### config.mk
export PLATFORM = sky130hd
export DESIGN_NAME = simplez_loader
export DESIGN_NICKNAME = d
export VERILOG_FILES = /design/src/rtl/simplez_loader.sv
export SDC_FILE = /design/constraint.sdc
export NUM_CORES = 1
export LEC_CHECK = 0
export ABC_AREA = 1
export BUFFER_PORTS_ARGS = -buffer_cell sky130_fd_sc_hd__buf_2
export CELL_PAD_IN_SITES_DETAIL_PLACEMENT = 1
export CELL_PAD_IN_SITES_GLOBAL_PLACEMENT = 2
export CORE_MARGIN = 2
export CORE_UTILIZATION = 36
export DETAILED_ROUTE_END_ITERATION = 10
export PLACE_DENSITY_LB_ADDON = 0.1
export SLEW_MARGIN = 20
export SYNTH_ARGS = -nofsm -noshare
export SYNTH_HDL_FRONTEND = slang
export SYNTH_SLANG_ARGS = --single-unit
### constraint.sdc
create_clock -name clk -period 6 [get_ports clk]
set_input_delay 0.6 -clock clk [delete_from_list [all_inputs] [get_ports clk]]
set_output_delay 0.6 -clock clk [all_outputs]
set_load 0.05 [all_outputs]
### src/rtl/simplez_loader.sv
// simplez_loader: receives a framed program image from the UART receiver and
// packs each HI/LO byte pair into one instruction word. Each word is written
// through the program memory write port. The Simplez core is held in reset
// while a frame loads and is released only after the checksum matches.
//
// Frame: START_BYTE, CNT_H, CNT_L, N x (HI, LO), CHK (mod-256 sum of data bytes)
//
// Ports:
//   clk       system clock
//   rstn      synchronous reset, active low
//   rx_data   received byte
//   rx_rcv    one-cycle strobe, rx_data valid
//   mem_we    program memory write enable (one-cycle pulse)
//   mem_addr  program memory write address
//   mem_din   program memory write data
//   cpu_rstn  reset to the Simplez core, active low
//   busy      frame in progress
//   err       sticky frame error flag
//   done      one-cycle pulse on successful load
//
// state   | meaning
// IDLE    | waiting for START_BYTE, other bytes ignored
// CNT_H   | expecting word count high byte
// CNT_L   | expecting word count low byte
// DATA_H  | expecting high byte of a word
// DATA_L  | expecting low byte of a word, triggers the memory write
// CHK     | expecting checksum byte
// ERR     | frame failed, core held in reset until the next START_BYTE
module simplez_loader #(
  parameter int          AW         = 9,
  parameter int          DW         = 12,
  parameter logic [7:0]  START_BYTE = 8'h4C,
  parameter logic [23:0] TIMEOUT    = 24'd12_000_000
) (
  input  logic          clk,
  input  logic          rstn,
  input  logic [7:0]    rx_data,
  input  logic          rx_rcv,
  output logic          mem_we,
  output logic [AW-1:0] mem_addr,
  output logic [DW-1:0] mem_din,
  output logic          cpu_rstn,
  output logic          busy,
  output logic          err,
  output logic          done
);

  typedef enum logic [2:0] {
    S_IDLE, S_CNT_H, S_CNT_L, S_DATA_H, S_DATA_L, S_CHK, S_ERR
  } state_t;

  localparam logic [16:0] MAX_N    = 17'(1) << AW;
  localparam logic [23:0] TMO_LOAD = TIMEOUT - 24'd1;

  state_t          state_q, state_d;
  logic            mem_we_q, mem_we_d;
  logic [AW-1:0]   mem_addr_q, mem_addr_d;
  logic [DW-1:0]   mem_din_q, mem_din_d;
  logic            cpu_rstn_q, cpu_rstn_d;
  logic            busy_q, busy_d;
  logic            err_q, err_d;
  logic            done_q, done_d;
  logic [7:0]      csum_q, csum_d;
  logic [15:0]     cnt_q, cnt_d;
  logic [15:0]     wcnt_q, wcnt_d;
  logic [23:0]     tmo_q, tmo_d;
  logic [DW-9:0]   hi_q, hi_d;
  logic            in_frame;
  logic [15:0]     n_rx;

  assign in_frame = (state_q == S_CNT_H) || (state_q == S_CNT_L) ||
                    (state_q == S_DATA_H) || (state_q == S_DATA_L) ||
                    (state_q == S_CHK);
  assign n_rx = {cnt_q[15:8], rx_data};

  always_comb begin
    state_d    = state_q;
    mem_we_d   = 1'b0;
    // the address advances the cycle after each write pulse
    mem_addr_d = mem_we_q ? mem_addr_q + AW'(1) : mem_addr_q;
    mem_din_d  = mem_din_q;
    cpu_rstn_d = cpu_rstn_q;
    busy_d     = busy_q;
    err_d      = err_q;
    done_d     = 1'b0;
    csum_d     = csum_q;
    cnt_d      = cnt_q;
    wcnt_d     = wcnt_q;
    tmo_d      = tmo_q;
    hi_d       = hi_q;

    // inter-byte watchdog: reload on every byte, expire at zero
    if (in_frame) begin
      if (rx_rcv) begin
        tmo_d = TMO_LOAD;
      end else if (tmo_q == 24'd0) begin
        state_d = S_ERR;
        err_d   = 1'b1;
        busy_d  = 1'b0;
      end else begin
        tmo_d = tmo_q - 24'd1;
      end
    end

    if (rx_rcv) begin
      case (state_q)
        S_IDLE, S_ERR: begin
          if (rx_data == START_BYTE) begin
            state_d    = S_CNT_H;
            cpu_rstn_d = 1'b0;
            busy_d     = 1'b1;
            err_d      = 1'b0;
            csum_d     = 8'd0;
            mem_addr_d = '0;
            wcnt_d     = 16'd0;
            tmo_d      = TMO_LOAD;
          end
        end
        S_CNT_H: begin
          cnt_d[15:8] = rx_data;
          state_d     = S_CNT_L;
        end
        S_CNT_L: begin
          cnt_d = n_rx;
          if ({1'b0, n_rx} > MAX_N) begin
            state_d = S_ERR;
            err_d   = 1'b1;
            busy_d  = 1'b0;
          end else if (n_rx == 16'd0) begin
            state_d = S_CHK;
          end else begin
            state_d = S_DATA_H;
          end
        end
        S_DATA_H: begin
          hi_d    = rx_data[DW-9:0];
          csum_d  = csum_q + rx_data;
          state_d = S_DATA_L;
        end
        S_DATA_L: begin
          mem_din_d = {hi_q, rx_data};
          mem_we_d  = 1'b1;
          csum_d    = csum_q + rx_data;
          wcnt_d    = wcnt_q + 16'd1;
          state_d   = (wcnt_q + 16'd1 == cnt_q) ? S_CHK : S_DATA_H;
        end
        S_CHK: begin
          busy_d = 1'b0;
          if (rx_data == csum_q) begin
            state_d    = S_IDLE;
            cpu_rstn_d = 1'b1;
            done_d     = 1'b1;
          end else begin
            state_d = S_ERR;
            err_d   = 1'b1;
          end
        end
        default: state_d = S_IDLE;
      endcase
    end
  end

  always_ff @(posedge clk) begin
    if (!rstn) begin
      state_q    <= S_IDLE;
      mem_we_q   <= 1'b0;
      mem_addr_q <= '0;
      mem_din_q  <= '0;
      cpu_rstn_q <= 1'b1;
      busy_q     <= 1'b0;
      err_q      <= 1'b0;
      done_q     <= 1'b0;
      csum_q     <= 8'd0;
      cnt_q      <= 16'd0;
      wcnt_q     <= 16'd0;
      tmo_q      <= 24'd0;
      hi_q       <= '0;
    end else begin
      state_q    <= state_d;
      mem_we_q   <= mem_we_d;
      mem_addr_q <= mem_addr_d;
      mem_din_q  <= mem_din_d;
      cpu_rstn_q <= cpu_rstn_d;
      busy_q     <= busy_d;
      err_q      <= err_d;
      done_q     <= done_d;
      csum_q     <= csum_d;
      cnt_q      <= cnt_d;
      wcnt_q     <= wcnt_d;
      tmo_q      <= tmo_d;
      hi_q       <= hi_d;
    end
  end

  assign mem_we   = mem_we_q;
  assign mem_addr = mem_addr_q;
  assign mem_din  = mem_din_q;
  assign cpu_rstn = cpu_rstn_q;
  assign busy     = busy_q;
  assign err      = err_q;
  assign done     = done_q;

endmodule
==> results.cfg, run 1 <==
[critical_path]
required_ps = 6240
rrSetupSlack_ps = 3330
cp_slowest_cell = dfxtp_1
rr_worst_depth = 9
cp-end-kind = flip-flop
r2r_start = state_q[2]
startpoint = state_q[2]
path_cells = inv_1, nor2_1, inv_1, nor2_2, buf_4, inv_2, nor2_1, inv_1, o32ai_1
start_kind = flip-flop
r2r_end = wcnt_q[3]
crit_top_cell = inv_1
crit_path_end = wcnt_q[3]
critPathKind = reg -> reg
cp.arrival_ps = 2910
slowest_delay_ps = 600
cp_max_fo = 29

[floorplan]
num_rows = 45
initial_core_util = 0.370
core_um2 = 15300
die_w_um = 129
die_h_um = 129
die-area_um2 = 16800
ios = 37

[clock_network]
holdBufCountCts = 0
clock_latency_ps = 350
clock-sinks = 97
cts_tree = built
post_cts_buffers = 0
cts_buffer_depth = 2
cts.clk_slew.worst_paths_ps = 70
numCtsBuffers = 9
htree_levels = 3
cts-resized-gates = 0
cts-root-buf = clkbuf_16

[global_route]
track_usage = 0.230
grt_pass1_wl_um = 30400
grt-ovfl-total = 0
grt_antenna_before_repair = 0
grt_pass1_vias = 5928
grt_max_degree = 47

[synthesis]
yosys_warnings = 0
yosysSeqAreaShare = 0.343
ys_async_sr_fraction = 0
yosysTopAreaCellShare = 0.343
netlist_instances = 868
synth_top_cell_by_area = dfxtp_1
synth_nets = 890
synthTopCellsByArea = dfxtp_1, nand2_1, nor2_1
ys_ff_latch = 97
synth-edff-count = 0
synth_area_per_cell_um2 = 6.53
synth.cell_area_um2 = 5670
synth_cell_types = 45
ys.flop_type = dfxtp_1

[routing]
drtAntennaViolNets = 0
drc = 0
wire_per_inst_um = 16.5
via_per_inst = 5.14
firstDrtPassIters = 4
drt_iter0_drc = 339
via_count = 5716
routed_wl_um = 18400

[power]
vdd_drop_max_uv = 208
p_leak_nw = 2.92
p_per_area_nw_per_um2 = 485

[placement]
gp_congestion = 0.865
placed_area_um2 = 6040
port_buffers = 36
hpwl_um = 14000
dp.cells = 1096

[finish]
area_growth_pct = 11.2
finalInstanceArea_um2 = 6300
drive_gt1_frac = 0.102
final_cell_count_no_fill = 1111
insertedDiodeCount = 0
fin_util = 0.412
nets = 918

[sta]
fmax_ghz = 0.374
drv_slew = 0
fin_skew_ps = 10.4
whs_ps = 474
max_slew.worst_pin.slew_ps = 607
slew_headroom = 0.594
finalHoldViolCount = 0
fin_tns_setup_ps = 0
rsz0062_at_grt = no
fin_crit_ps = 2670
setup_viol = 0
min_period_over_period = 0.445

[status]
status = completed

[hold_path]
min_path_type = reg -> reg

[flow_run]
drv_cap = 0
registers in the layout (all words and copies together), names as in the netlist:
signal,flops
tmo_q,24
done,1
busy,1
mem_we,1
csum_q,8
cpu_rstn,1
state_q,3
wcnt_q,16
hi_q,4
mem_addr,9
err,1
mem_din,12
cnt_q,16
cells in the final DEF (no fill, tap or decap), types with 9 or more instances in the layout:
cell / synthesis / final
a21oi_1: 57 / 57
buf_2: 4 / 36
clkbuf_16: 0 / 9
dfxtp_1: 97 / 97
ha_1: 10 / 10
inv_1: 107 / 107
nand2_1: 193 / 193
nand3_1: 63 / 63
nand4_1: 24 / 24
nor2_1: 129 / 128
nor3_1: 12 / 12
o21ai_0: 53 / 53
xor2_1: 13 / 13
metal layers:
layer  wire length, um  track usage  vias up  share of wire
met2              8330        0.376       71           0.45
met3               476       0.0252       15          0.026
met1              9360        0.323     2737           0.51
met5                 0            0        -              0
met4               206       0.0626        0          0.011
li1                  -            -     2893              -
critical path: cells and delay by family, from the launching register on:
family	cells	cell delay, ps
buffers and inverters	5	1100
AOI/OAI and AO/OA	1	180
and+or+nand+nor	3	680
DFF	1	600
synth_stat cells (2+ instances only):
cell type and n:
a211oi_1 2, o21ai_1 4, o21ai_2 2, a21oi_1 57
nand4_1 24, buf_4 3, clkbuf_1 15, a21oi_2 3
a31oi_1 2, ha_1 10, nand3_1 63, nand2_1 193
nor3_1 12, nor4_1 3, o21bai_2 3, buf_2 4
xor2_1 13, nor2_4 4, nor3_2 2, o21ai_0 53
or2_2 3, dfxtp_1 97, o31ai_1 7, nand2_2 7
nor2_1 129, o21a_1 2, o32ai_1 5, nand3b_1 7
xnor2_1 3, o311ai_0 4, inv_2 8, nor2_2 5
inv_1 107
area by class of cell:
class | count | area, um^2
Timing Repair Buffer | 39 | 203
Multi-Input combinational cell | 634 | 3200
Sequential cell | 97 | 1940
Clock buffer | 13 | 250
Tap cell | 211 | 264
Clock inverter | 2 | 15.0
Fill cell | 2040 | 9010
Inverter | 115 | 432
where the power goes:
group	internal (W)	switching [W]
Clock	0.000292	0.000263
Sequential	0.000748	0.000108
Combinational	0.000515	0.00113
Total	0.00155	0.00150
cells by family after synthesis:
family / after synthesis / synth area share
AO/OA/AOI/OAI: 150 / 0.155
XOR/XNOR: 17 / 0.0287
adder cells (fa/ha/maj): 11 / 0.0256
buffers and inverters: 137 / 0.0936
flip-flops: 97 / 0.343
AND/OR/NAND/NOR: 456 / 0.355
worst min-delay path by stage:
stage                 start       to  depth (start not counted)
floorplan           hi_q[0]  hi_q[0]                          2
global placement    hi_q[0]  hi_q[0]                          2
detailed placement  hi_q[0]  hi_q[0]                          2
CTS                 hi_q[0]  hi_q[0]                          2
global route        hi_q[2]  hi_q[2]                          2
finish              hi_q[0]  hi_q[0]                          2
metrics by stage:
stage	setup WS [ps]	total power (W)
2_1_floorplan	3780	0.00206
3_3_place_gp	3260	0.00247
3_5_place_dp	3180	0.00249
4_1_cts	3320	0.00306
5_1_grt	3090	0.00331
6_report	3330	0.00305
No activity file was read; power rests on OpenSTA's default activity.
==> inputs of run 2 (changes only) <==
--- a/config.mk
+++ b/config.mk
@@ -5,12 +5,12 @@
 export SDC_FILE = /design/constraint.sdc
 export NUM_CORES = 1
 export LEC_CHECK = 0
-export ABC_AREA = 1
+export ABC_AREA = 0
 export BUFFER_PORTS_ARGS = -buffer_cell sky130_fd_sc_hd__buf_2
 export CELL_PAD_IN_SITES_DETAIL_PLACEMENT = 1
 export CELL_PAD_IN_SITES_GLOBAL_PLACEMENT = 2
 export CORE_MARGIN = 2
-export CORE_UTILIZATION = 36
+export CORE_UTILIZATION = 33
 export DETAILED_ROUTE_END_ITERATION = 10
 export PLACE_DENSITY_LB_ADDON = 0.1
 export SLEW_MARGIN = 20
==> constraint.sdc (replaced) <==
create_clock -name clk -period 2.2 [get_ports clk]
set_input_delay 0.22 -clock clk [delete_from_list [all_inputs] [get_ports clk]]
set_output_delay 0.22 -clock clk [all_outputs]
set_load 0.05 [all_outputs]
==> run 2 against run 1 <==
The flow now finishes with violations (negative setup slack). Clock skew fell by 3.0 ps. Synthesized area fell by 12%. Via count fell by 18%. Largest power group is now sequential cells.
==> results.cfg, run 2 <==
[sta]
max_slew.worst_pin.slew_ps = 502
fmax_ghz = 0.426
min_period_over_period = 1.07
rsz0062_at_grt = yes
fin_ws_ps = -149
fin_skew_ps = 7.43
finalHoldViolCount = 0
setup_viol = 2
fin_crit_ps = 2350
whs_ps = 271
slew_headroom = 0.665
drv_slew = 0

[floorplan]
num_rows = 44
die_w_um = 127
die_h_um = 127
initial_core_util = 0.339
die-area_um2 = 16000
core_um2 = 14600
ios = 37

[power]
p_per_area_nw_per_um2 = 576
vdd_drop_max_uv = 380
p_leak_nw = 2.59

[critical_path]
cp.arrival_ps = 2630
rr_worst_depth = 8
critPathKind = reg -> reg
start_kind = flip-flop
cp-end-kind = flip-flop
cp_max_fo = 3
required_ps = 2480

[status]
violations = negative setup slack
status = complete, but fails checks

[routing]
drc = 0
via_per_inst = 5.21
routed_wl_um = 15500
drt_iter0_drc = 163
via_count = 4666
drtAntennaViolNets = 0
firstDrtPassIters = 4
wire_per_inst_um = 17.4

[global_route]
grt-ovfl-total = 0
grt_max_degree = 66
grt_antenna_before_repair = 0
grt_pass1_vias = 4878
grt_pass1_wl_um = 25500
track_usage = 0.201

[synthesis]
synth.cell_area_um2 = 4970
ys_async_sr_fraction = 0
synth_top_family_by_area = simple AND/OR/NAND/NOR gates
ys_top_cells_by_count = dfxtp_1, nand2_1, nor2_1, a21oi_1, xnor2_1
ys_ff_latch = 97
synth-edff-count = 0
synthTopCellsByArea = dfxtp_1, nand2_1, a21oi_1
synth_compound_area_frac = 0.146
netlist_instances = 613
synth_nets = 635
synth_xor_area_frac = 0.102
synth.most_common_cell = dfxtp_1
yosys.area_share.simple = 0.263
yosys_warnings = 0
synth_cell_types = 58
yosysTopAreaCellShare = 0.391
ys.flop_type = dfxtp_1
synthMuxAreaShare = 0.0348
synth_fa_ha_area_frac = 0.0292
synth_area_per_cell_um2 = 8.10
yosysSeqAreaShare = 0.391
synth_top_cell_by_area = dfxtp_1

[finish]
area_growth_pct = 27.2
insertedDiodeCount = 0
drive_gt1_frac = 0.241
final_cell_count_no_fill = 895
final_common_cell = dfxtp_1
top_register = tmo_q
nets = 728
largestRegisters = tmo_q: 24 flops, cnt_q: 16 flops, wcnt_q: 16 flops
finalInstanceArea_um2 = 6320
fin_util = 0.431
largest_reg_flops = 24
layout_common_cells = dfxtp_1, nand2_1, buf_4

[clock_network]
cts_buffer_depth = 2
cts_tree = built
numCtsBuffers = 9
clock-sinks = 97
clock_latency_ps = 350
cts.clk_slew.worst_paths_ps = 70
cts-root-buf = clkbuf_16
htree_levels = 3

[hold_path]
hold_depth = 2
min_path_type = in -> reg

[placement]
hpwl_um = 11300
placed_area_um2 = 5870
dp.cells = 877
port_buffers = 36
gp_congestion = 0.801

[flow_run]
drv_cap = 0
-- run 2: worst paths after layout --
path	start	slack, ps	to
max	wcnt_q[1]	-150	state_q[2]
min	rstn	270	cpu_rstn
min reg2reg	mem_din[6]	460	mem_din[6]
max reg2reg	wcnt_q[1]	-150	state_q[2]
-- run 2: cell families (layout without fill, tap and decap cells) --
| family | Yosys count | count (layout) |
|---|---|---|
| xor gates and xnor gates | 58 | 58 |
| and+or+nand+nor | 264 | 264 |
| muxes | 17 | 17 |
| DFF | 97 | 97 |
| adders and majority gates | 11 | 11 |
| buffers and inverters | 42 | 140 |
| AOI/OAI and AO/OA | 124 | 124 |
-- run 2: final cells by class --
class                           count  area (um^2)
Fill cell                        1761         8330
Sequential cell                    97         1950
Timing Repair Buffer              114          778
Tap cell                          184          230
Clock inverter                      5         78.8
Clock buffer                       11          233
Inverter                           10         37.5
Multi-Input combinational cell    474         3010
-- run 2: per-stage QoR --
| stage | setup slack [ps] | TNS, ps | power (W) |
|---|---|---|---|
| after floorplan | 9.45 | 0 | 0.00187 |
| after global placement | -253 | -6680 | 0.00196 |
| after detailed placement | -318 | -8480 | 0.00196 |
| after CTS | -193 | -298 | 0.00370 |
| after global routing | -279 | -915 | 0.00377 |
| final | -149 | -202 | 0.00364 |
-- run 2: timing repair --
item | 4_1_cts | 5_1_grt
setup buffers | 0 | 2
gates cloned | 0 | 0
endpoints found under the setup margin | 14 | 21
hold buffers | 0 | 0
pin swaps | 1 | 8
resized for setup | 5 | 24
-- run 2: critical path, stage by stage (launching register included) --
cell and delay [ps]:
dfxtp_4 360, ha_4 150, nand4_4 90, or4_4 580, xnor2_2 150, nor4_2 180
nand4_1 150, or4_1 440, a31oi_1 170
-- run 2: routing by layer --
layer,GRT usage,part of all wire,vias up
met3,0.0312,0.022,21
met4,0.0588,0.017,0
met5,0,0,-
li1,-,-,2318
met1,0.269,0.47,2278
met2,0.337,0.49,49
-- run 2: report_power, final --
group / switching, W / internal [W]
registers: 0.00000278 / 0.00175
logic: 0.000106 / 0.0000615
clock network: 0.000713 / 0.000999
total: 0.000822 / 0.00282
==> inputs of run 3 (changes only) <==
--- a/config.mk
+++ b/config.mk
@@ -13,6 +13,7 @@
 export CORE_UTILIZATION = 33
 export DETAILED_ROUTE_END_ITERATION = 10
 export PLACE_DENSITY_LB_ADDON = 0.1
+export RECOVER_POWER = 100
 export SLEW_MARGIN = 20
 export SYNTH_ARGS = -nofsm -noshare
 export SYNTH_HDL_FRONTEND = slang
==> run 3 against run 2 <==
The run still ends with negative setup slack left. Count of clock-buffer cells in the layout stayed put. Wire length is 0.21% higher. Sequential power hardly changed. Combinational power is 4% lower. Via count is 0.56% higher. Worst hold slack worse by 20 ps. First-iteration DRC count is 2.5% higher. Fmax hardly changed. Die area stayed put. Cell area is 1.4% lower. Setup slack worse by 0.84 ps. Final cell count stayed put. Critical path type unchanged. Largest cell class unchanged. Highest routed layer unchanged.
==> results.cfg, run 3 (synthesized netlist as in run 2, its figures left out) <==
[status]
status = complete, but fails checks
violations = negative setup slack

[placement]
gp_congestion = 0.801
port_buffers = 36
hpwl_um = 11300
placed_area_um2 = 5870

[power]
p_leak_nw = 2.46
p_per_area_nw_per_um2 = 583
p_total_w = 0.00363
vdd_drop_max_uv = 380

[sta]
setup_viol = 3
fin_skew_ps = 7.53
min_period_over_period = 1.07
fmax_ghz = 0.426
fin_crit_ps = 2350
max_slew.worst_pin.slew_ps = 608
fin_ws_ps = -149
fin_tns_setup_ps = -228
slew_headroom = 0.596
finalHoldViolCount = 0
rsz0062_at_grt = yes
drv_slew = 0

[finish]
drive_gt1_frac = 0.194
largest_reg_flops = 24
largestRegisters = tmo_q: 24 flops, cnt_q: 16 flops, wcnt_q: 16 flops
fill_cells = 1771
area_growth_pct = 25.4
final_common_cell = dfxtp_1
finalInstanceArea_um2 = 6230
nets = 728
top_register = tmo_q
insertedDiodeCount = 0
layout_common_cells = dfxtp_1, nand2_1, buf_4

[critical_path]
start_kind = flip-flop
required_ps = 2480
startpoint = wcnt_q[1]
worst-path-stages = 8
cp_slowest_cell = or4_4
cpLargestDelayFamily = simple AND/OR/NAND/NOR gates
cp.buffers_inverters = 0
critPathKind = reg -> reg
slowest_delay_ps = 580
rr_worst_depth = 8
path_cells = ha_4, nand4_4, or4_4, xnor2_2, nor4_2, nand4_1, or4_1, a31oi_1
r2r_start = wcnt_q[1]
cp.arrival_ps = 2630
cp-end-kind = flip-flop
cp_max_fo = 3

[floorplan]
initial_core_util = 0.339
die_w_um = 127
die_h_um = 127
ios = 37
core_um2 = 14600
die-area_um2 = 16000
num_rows = 44

[clock_network]
cts.clk_slew.worst_paths_ps = 70
clock_latency_ps = 350
numCtsBuffers = 9
cts_buffer_depth = 2
htree_levels = 3
holdBufCountCts = 0
clock-sinks = 97
cts-root-buf = clkbuf_16
cts_tree = built

[hold_path]
min_path_type = in -> reg
hold_depth = 2
hold_path.startpoint = rstn

[global_route]
grt_pass1_wl_um = 25500
grt_max_degree = 66
grt_pass1_vias = 4878
track_usage = 0.201
grt_antenna_before_repair = 0
grt-ovfl-total = 0

[flow_run]
drv_cap = 0

[routing]
via_per_inst = 5.24
drtAntennaViolNets = 0
wire_per_inst_um = 17.4
drc = 0
drt_iter0_drc = 167
via_count = 4692
firstDrtPassIters = 4
routed_wl_um = 15600
-- run 3: cell count changes in the layout (fill, tap and decap cells not counted), moves of 2 or more --
cell / before / now
clkbuf_2: 0 / 2
nor3b_4: 2 / 0
clkbuf_1: 2 / 29
or3_1: 4 / 7
buf_2: 36 / 11
or3_4: 3 / 0
buf_4: 77 / 72
-- run 3: through the flow --
stage | util | cells | hold slack (ps) | setup WS [ps]
CTS | 0.424 | 893 | 229 | -193
finish | 0.425 | 895 | 251 | -149
floorplan | - | 613 | 356 | 9.45
global placement | 0.401 | 877 | 444 | -253
global route | 0.425 | 895 | 236 | -279
detailed placement | 0.401 | 877 | 447 | -318
-- run 3: timing repair --
item	4_1_cts	5_1_grt
resized for setup	5	24
endpoints found under the setup margin	14	21
pin swaps	1	8
setup buffers	0	2
-- run 3: worst paths after layout --
| check | to | slack (ps) |
|---|---|---|
| setup reg to reg | state_q[2] | -150 |
| setup / recovery | state_q[2] | -150 |
| hold reg to reg | mem_din[6] | 460 |
| hold / removal | cpu_rstn | 250 |
-- run 3: worst reg2reg max path, cell delays in order, from the launching register on --
cell,delay (ps)
dfxtp_4,360
ha_4,150
nand4_4,90
or4_4,580
xnor2_2,150
nor4_2,170
nand4_1,160
or4_1,440
a31oi_1,170
-- run 3: area by class of cell --
type | instances | area (um^2) | share of cell area
clock inverters | 5 | 78.8 | 0.0127
multi-input cells | 474 | 2960 | 0.475
well taps | 184 | 230 | 0.0370
repair buffers | 114 | 734 | 0.118
clock buffers | 11 | 233 | 0.0374
inverters | 10 | 37.5 | 0.00603
flip-flops and latches | 97 | 1950 | 0.314
-- run 3: report_power, final --
group / leakage (nW) / total (W) / switching, W / internal, W
combinational: 1.52 / 0.000161 / 0.000105 / 0.0000559
sequential: 0.784 / 0.00176 / 0.00000270 / 0.00175
clock: 0.154 / 0.00171 / 0.000711 / 0.000999
-- run 3: layer usage --
metal | routed length [um] | vias to the layer above | global-route usage
met5 | 0 | - | 0
met4 | 269 | 0 | 0.0588
met3 | 329 | 21 | 0.0312
met2 | 7570 | 46 | 0.337
met1 | 7410 | 2306 | 0.269
li1 | - | 2319 | -
